### src/rtl/led_blink_arbiter.sv
// led_blink_arbiter: shares one board LED between N_REQ requesters.
// A round-robin arbiter grants one requester at a time. The granted
// requester's 8-bit pattern is captured at grant and played LSB first.
// Each bit lasts one prescaler period (TICK_DIV clk cycles). The first
// bit starts on a tick boundary, so every bit has the same length. A
// requester dropping its request aborts its own slot.

module led_blink_arbiter #(
    parameter int N_REQ    = 4,
    parameter int TICK_DIV = 12_500_000,
    parameter int TICK_W   = 24
) (
    input  logic                 clk,
    input  logic                 rst_n,
    input  logic [N_REQ-1:0]     req,
    input  logic [8*N_REQ-1:0]   pattern,
    output logic [N_REQ-1:0]     grant,
    output logic                 busy,
    output logic                 led
);

    localparam int                 IDX_W     = (N_REQ > 1) ? $clog2(N_REQ) : 1;
    localparam logic [TICK_W-1:0]  TICK_LAST = TICK_W'(TICK_DIV - 1);
    localparam logic [IDX_W-1:0]   RR_RESET  = IDX_W'(N_REQ - 1);

    typedef enum logic [1:0] {
        ST_IDLE  = 2'd0,
        ST_ALIGN = 2'd1,
        ST_PLAY  = 2'd2
    } state_e;

    // Registered state
    state_e             state_q;
    logic [TICK_W-1:0]  presc_q;
    logic [TICK_W-1:0]  presc_d;
    logic [2:0]         bit_idx_q;
    logic [7:0]         pattern_q;
    logic [IDX_W-1:0]   rr_ptr_q;
    logic [IDX_W-1:0]   winner_q;
    logic [N_REQ-1:0]   grant_q;
    logic               busy_q;
    logic               led_q;

    // Combinational helpers
    logic               tick_s;
    logic               found_s;
    logic [IDX_W-1:0]   pick_s;
    logic [IDX_W-1:0]   cand_s;
    logic               owner_req_s;
    logic [7:0]         pat_s [N_REQ];

    assign grant = grant_q;
    assign busy  = busy_q;
    assign led   = led_q;

    // Split the packed pattern bus into one byte per requester
    always_comb begin
        for (int i = 0; i < N_REQ; i++) begin
            pat_s[i] = pattern[8*i +: 8];
        end
    end

    // Prescaler next value and the one-cycle tick at its terminal count
    always_comb begin
        tick_s = (presc_q == TICK_LAST);
        if (tick_s) begin
            presc_d = '0;
        end else begin
            presc_d = presc_q + TICK_W'(1);
        end
    end

    // Free-running prescaler; arbitration never touches it
    always_ff @(posedge clk or negedge rst_n) begin
        if (!rst_n) begin
            presc_q <= '0;
        end else begin
            presc_q <= presc_d;
        end
    end

    // Round-robin scan: first requester at or after rr_ptr+1, wrapping
    always_comb begin
        found_s = 1'b0;
        pick_s  = '0;
        cand_s  = '0;
        for (int k = 1; k <= N_REQ; k++) begin
            cand_s = IDX_W'((int'(rr_ptr_q) + k) % N_REQ);
            if (!found_s && req[cand_s]) begin
                found_s = 1'b1;
                pick_s  = cand_s;
            end else begin
                found_s = found_s;
            end
        end
    end

    // Current owner still requesting; a low level means abort
    always_comb begin
        owner_req_s = req[winner_q];
    end

    // Arbitration and playback FSM with registered grant/busy/led
    always_ff @(posedge clk or negedge rst_n) begin
        if (!rst_n) begin
            state_q   <= ST_IDLE;
            bit_idx_q <= 3'd0;
            pattern_q <= 8'd0;
            rr_ptr_q  <= RR_RESET;
            winner_q  <= '0;
            grant_q   <= '0;
            busy_q    <= 1'b0;
            led_q     <= 1'b0;
        end else begin
            case (state_q)
                ST_IDLE: begin
                    led_q     <= 1'b0;
                    bit_idx_q <= 3'd0;
                    if (found_s) begin
                        state_q   <= ST_ALIGN;
                        winner_q  <= pick_s;
                        pattern_q <= pat_s[pick_s];
                        grant_q   <= N_REQ'(1) << pick_s;
                        busy_q    <= 1'b1;
                    end else begin
                        grant_q <= '0;
                        busy_q  <= 1'b0;
                    end
                end

                ST_ALIGN: begin
                    // Abort outranks the tick in the same cycle
                    if (!owner_req_s) begin
                        state_q  <= ST_IDLE;
                        grant_q  <= '0;
                        busy_q   <= 1'b0;
                        led_q    <= 1'b0;
                        rr_ptr_q <= winner_q;
                    end else if (tick_s) begin
                        state_q   <= ST_PLAY;
                        bit_idx_q <= 3'd0;
                        led_q     <= pattern_q[0];
                    end else begin
                        led_q <= 1'b0;
                    end
                end

                ST_PLAY: begin
                    if (!owner_req_s) begin
                        state_q  <= ST_IDLE;
                        grant_q  <= '0;
                        busy_q   <= 1'b0;
                        led_q    <= 1'b0;
                        rr_ptr_q <= winner_q;
                    end else if (tick_s) begin
                        if (bit_idx_q == 3'd7) begin
                            // Slot complete: release the LED and rotate priority
                            state_q  <= ST_IDLE;
                            grant_q  <= '0;
                            busy_q   <= 1'b0;
                            led_q    <= 1'b0;
                            rr_ptr_q <= winner_q;
                        end else begin
                            bit_idx_q <= bit_idx_q + 3'd1;
                            led_q     <= pattern_q[bit_idx_q + 3'd1];
                        end
                    end else begin
                        led_q <= pattern_q[bit_idx_q];
                    end
                end

                default: begin
                    state_q   <= ST_IDLE;
                    bit_idx_q <= 3'd0;
                    grant_q   <= '0;
                    busy_q    <= 1'b0;
                    led_q     <= 1'b0;
                end
            endcase
        end
    end

endmodule

### config.mk
export PLATFORM = sky130hd
export DESIGN_NAME = led_blink_arbiter
export DESIGN_NICKNAME = d
export VERILOG_FILES = /design/src/rtl/led_blink_arbiter.sv
export SDC_FILE = /design/constraint.sdc
export NUM_CORES = 1
export LEC_CHECK = 0
export BUFFER_PORTS_ARGS = -buffer_cell sky130_fd_sc_hd__buf_2
export CORE_MARGIN = 10
export CORE_UTILIZATION = 51
export CTS_CLUSTER_DIAMETER = 100
export CTS_CLUSTER_SIZE = 24
export DETAILED_ROUTE_END_ITERATION = 16
export PLACE_DENSITY = 0.8
export SLEW_MARGIN = 5
export SYNTH_ARGS = -nofsm -noshare
export SYNTH_HDL_FRONTEND = slang
export SYNTH_SLANG_ARGS = --single-unit
### constraint.sdc
create_clock -name clk -period 2 [get_ports clk]
set_input_delay 0.2 -clock clk [delete_from_list [all_inputs] [get_ports clk]]
set_output_delay 0.2 -clock clk [all_outputs]
set_load 0.01 [all_outputs]
# Word-level counts from Yosys, hierarchy flattened
# Cells that the tools add are included.
# totals
reg_bits	47
wordCells	114
out_inout_bits	6
inputBits	38
# classes
n_reduce_logical	13
n_shift	1
muxes	62
addsub	6
n_eq_ne	14
n_lt_le_gt_ge	8
bitwise_logic	1
# op_table
cell	count
2-bit two-way mux	14
24-bit by 1-bit adder with 24-bit output (second input constant)	1
24-bit == test (second input constant)	1
24-bit two-way mux	1
1-bit two-way mux	21
4-bit two-way mux	5
8-bit binary-select mux with 2-bit select	1
8-bit two-way mux	2
2-bit by 3-bit < comparator with 1-bit output (second input constant)	5
3-bit two-way mux	5
2-bit != test (second input constant)	7
4-bit case mux with 3 select lines	1
1-bit binary-select mux with 2-bit select	5
3-bit != test (second input constant)	3
3-bit by 4-bit < comparator with 1-bit output (second input constant)	2
4-bit AND reduction	2
1-bit binary-select mux with 3-bit select	2
2-bit case mux with 3 select lines	1
3-bit case mux with 2 select lines	1
5-bit AND reduction	1
2-bit by 1-bit adder with 2-bit output (second input constant)	2
2-bit adder (second input constant)	2
2-bit case mux with 2 select lines	1
1-bit by 2-bit << shifter with 4-bit output (first input constant)	1
other kinds (14)	18

# Logic depth before layout (Yosys ltp)
# logic_depth
word_depth	17
ltp_mapped	8
depth_no_buf	7

# Worst setup path after synthesis
# Ideal clock, no wire load.
# synth_path
path_kind	register to register
start	register rr_ptr_q[1]
end	register pattern_q[1]
setup_ns	0.126
setup_slack_ns	-0.185
t_required_ns	1.874
synth_period_minus_slack_ns	2.185
stages_incl_launch_ff	7
arrival_time_ns	2.059
path_buffers	1
path_cell_list	dfstp_2 buf_4 mux2i_1 o22ai_4 o21ai_4 mux2_2 a221o_1
# synth_between
elab_chain_cells	17
word_cells_on_any_way	31
cone_classes	add/sub: 4; mux: 19; bitwise: 1; reduce/logical: 7
# synth_rtl
item	line_no	source
start: declaration	38	logic [IDX_W-1:0] rr_ptr_q;
start signal: assignment	138	rr_ptr_q <= winner_q;
start signal: assignment	154	rr_ptr_q <= winner_q;
start signal: assignment	162	rr_ptr_q <= winner_q;
2-bit by 1-bit adder with 2-bit output	88	cand_s = IDX_W'((int'(rr_ptr_q) + k) % N_REQ);
1-bit binary-select mux with 2-bit select	89	if (!found_s && req[cand_s]) begin
1-bit two-way mux (implied by the code)	89	
1-bit two-way mux	89	
1-bit logical NOT	89	
1-bit logical AND	89	
1-bit two-way mux	89	
1-bit logical NOT	89	
1-bit logical AND	89	
1-bit two-way mux	89	
1-bit logical NOT	89	
1-bit logical AND	89	
2-bit two-way mux	89	
2-bit inverter with 3-bit output (implied by the code)	122	pattern_q <= pat_s[pick_s];
8-bit binary-select mux with 2-bit select	122	
8-bit two-way mux (implied by the code) (2 in series)	122	
end signal: assignment	122	
end: declaration	37	logic [7:0] pattern_q;
# Parallel ways exist; a longest one is shown, timed or not. The select of a mux whose other input is x is not followed.
# A chain may end at the register's enable or synchronous reset.

# Worst setup path in the final report
# layout_path
start	register presc_q[7]
end	register bit_idx_q[2]
# layout_between
elab_chain_cells	3
word_cells_on_any_way	4
cone_classes	eq/ne: 3; reduce/logical: 1
# layout_rtl
item	line_no	source
start: declaration	34	logic [TICK_W-1:0] presc_q;
start signal: assignment	78	presc_q <= presc_d;
24-bit == test (*)	65	tick_s = (presc_q == TICK_LAST);
2-bit != test (no source line)	--	
5-bit AND reduction (no source line) (*)	--	
end signal: assignment	164	bit_idx_q <= bit_idx_q + 3'd1;
end: declaration	36	logic [2:0] bit_idx_q;
# Mark *: on every way between the ends. The rest lies on a longest branch, timed or not.

==> results.tsv <==
metric	value	unit
required	2.20	ns
post-route-period-util	99.46	%
antenna_left	0	
drive_above_1_share	35.16	%
drt_iter0_markers	108	
synth_area_leaders	dfrtp_1 40%, mux2i_1 4.3%, mux4_2 4.0%	
grt_remaining_overflow	0	
clock_skew	0.01099	ns
r2r_setup_slack	0.01	ns
stdcell_count	417	
antenna_found_initial	0	
crit_slowest_cell	dfrtp_1	
firstDrtPassIters	6	
synth_compound_area_share	14.09	%
clkTransAtPathRegs	0.10	ns
relSlewSlack	55.22	%
netlist_area	2789	sq um
postSynth.asyncResetShare	100.0	%
multi_input_area	1615	sq um
place.gp.congestion	0.9292	
yosysUniqueCellTypes	54	
tightest_slew	0.6692	ns
io_pins	44	
cp.buffers_inverters	0	
die_h	93.95	microns
initial_utilization	53.58	%
clock_path_buffers	2	
grt_pass1_wl	11.43	mm
start_kind	flop	
synth-simple-area-share	21.04	%
cp_slowest_stage_delay	0.43	ns
root_buffer	clkbuf_8	
fin_area	3492	sq um
p_leak	1.582	nW
cts_tree	yes	
hold_viol	0	
vias	2420	
ys_seq_elements	47	
arrival	2.19	ns
fin_util	67.09	%
syn_nets	310	
grt_pass1_vias	2526	
ys_seq_area_share	42.26	%
detailed_place_hpwl	5.255	mm
routed_wl	6.957	mm
criticalPathCategory	reg2reg	
end_kind	flop	
final_common_cell	dfrtp_1	
htreeDepth	2	
synth_top_family_by_area	simple AND/OR/NAND/NOR gates	
core_area	5205	sq um
powerDensity	979.4	nW/um^2
synth_edf_count	0	
fin_nets	390	
io_buffers	43	
netlist_instances	266	
finalSetupViolCount	0	
vias_per_cell	5.803	
syn2layout_area_growth	25.21	%
synthMuxAreaShare	11.04	%
fmax	0.5027	GHz
cts_buffers	5	
cap_violations	0	
drc	0	
ir_drop	758.4	uV
post-place-cells	404	
yosys.area.top_type	dfrtp_1	
crit_path_cell_trace	nor4bb_2 -> and4_2 -> and4_4 -> mux2_4 -> a32o_1	
min_period	1.989	ns
synth_xor_area_share	6.281	%
rows	26	
synthAdderAreaFrac	2.692	%
path_delay_family	simple AND/OR/NAND/NOR gates	
seq_area	1179	sq um
slew_viol_final	0	
hold_ws	0.2214	ns
cts.sinks	47	
post_drt_wl_per_cell	16.68	microns
placed_area	3298	sq um
rsz0062_at_grt	yes	
die_x	93.95	microns
yosys_warnings	0	
clock_latency	0.32	ns
grt_max_degree	48	
diodes	0	
grt_usage	15.71	%
critPathMaxFanout	4	
synth_flop_cell	dfrtp_1	
synth_top_area_share	40.38	%
nFillCells	409	
mostFrequentLayoutCells	45 x dfrtp_1, 43 x buf_2, 36 x buf_4	
outcome	completed	
synth_area_per_cell	10.48	sq um
fp.dieArea	8827	sq um
hp-class	in2reg	
==> worst paths after layout <==
kind	startpoint	endpoint	cells after the start
max reg2reg	presc_q[7]	bit_idx_q[2]	5
min	pattern[8]	pattern_q[0]	3
max in group asynchronous	rst_n	presc_q[18]	3
min in group asynchronous	rst_n	presc_q[10]	3
max	presc_q[7]	bit_idx_q[2]	5
min reg2reg	presc_q[20]	presc_q[20]	1
==> cell usage after synthesis (all sizes together), types with 2 or more instances <==
cell type and number:
a211oi 13, a21boi 3, a21o 2, a21oi 8
a221o 2, a31oi 2, a32o 2, and2 3
and3 3, and4 6, buf 5, clkbuf 2
dfrtp 45, dfstp 2, ha 6, inv 5
mux2 6, mux2i 12, mux4 5, nand2 20
nand2b 4, nand3 14, nand3b 3, nand4 9
nor2 21, nor2b 2, nor3 3, nor3b 8
nor4 3, nor4b 2, o21ai 12, o31ai 2
xnor2 8, xor2 12
==> worst min-delay path: stages <==
cell and delay [ns]:
buf_2 0.10, mux2i_1 0.11, a211oi_1 0.08
==> metal layers <==
| layer | GRT usage, % | part of all wire, % | vias to the layer above |
|---|---|---|---|
| li1 | - | - | 1158 |
| met1 | 19.65 | 46 | 1175 |
| met2 | 25.58 | 48 | 75 |
| met3 | 3.357 | 4.5 | 12 |
| met4 | 6.582 | 1.8 | 0 |
| met5 | 0 | 0 | - |
==> cells by family (layout without fill, tap and decap cells) <==
family	after synthesis	count (layout)
simple gates	105	105
compound gates	53	53
flops	47	47
mux	23	23
xor+xnor	20	20
buf+inv	12	93
fa+ha+maj	6	6
==> per-stage QoR <==
step | power, mW | setup TNS [ns] | worst slack, ns
final | 3.420 | 0 | 0.01082
after global routing | 3.626 | -0.3434 | -0.06092
after CTS | 3.304 | 0 | 0.02031
after detailed placement | 2.683 | -0.03032 | -0.02872
after global placement | 2.638 | 0 | 0.006937
after floorplan | 2.242 | -0.1596 | -0.07979
==> flip-flops by register name (all words and copies together) (netlist names) <==
name / count
grant: 4
bit_idx_q: 3
busy: 1
presc_q: 24
rr_ptr_q: 2
led: 1
winner_q: 2
state_q: 2
pattern_q: 8
==> power by group <==
group          switching (mW)  internal [mW]
clock                   0.360          0.259
combinational           0.730          0.754
sequential              0.166           1.15
==> final cells by class <==
cell class	count	share of cell area, %
clock buffer	5	1.971
sequential	47	33.75
tap	70	2.508
clock inverter	3	0.7882
multi-input combinational	207	46.26
inverter	5	0.5374
timing repair buffer	80	14.19
==> what timing repair did <==
action / in CTS / in global routing
hold endpoints to repair: 28 / 0
setup endpoints to repair: 5 / 16
gates cloned: 0 / 0
hold buffers: 1 / 0
buffers inserted: 0 / 4
pin swaps: 0 / 2
resized for setup: 2 / 12
Power figures use the tool's default switching activity.
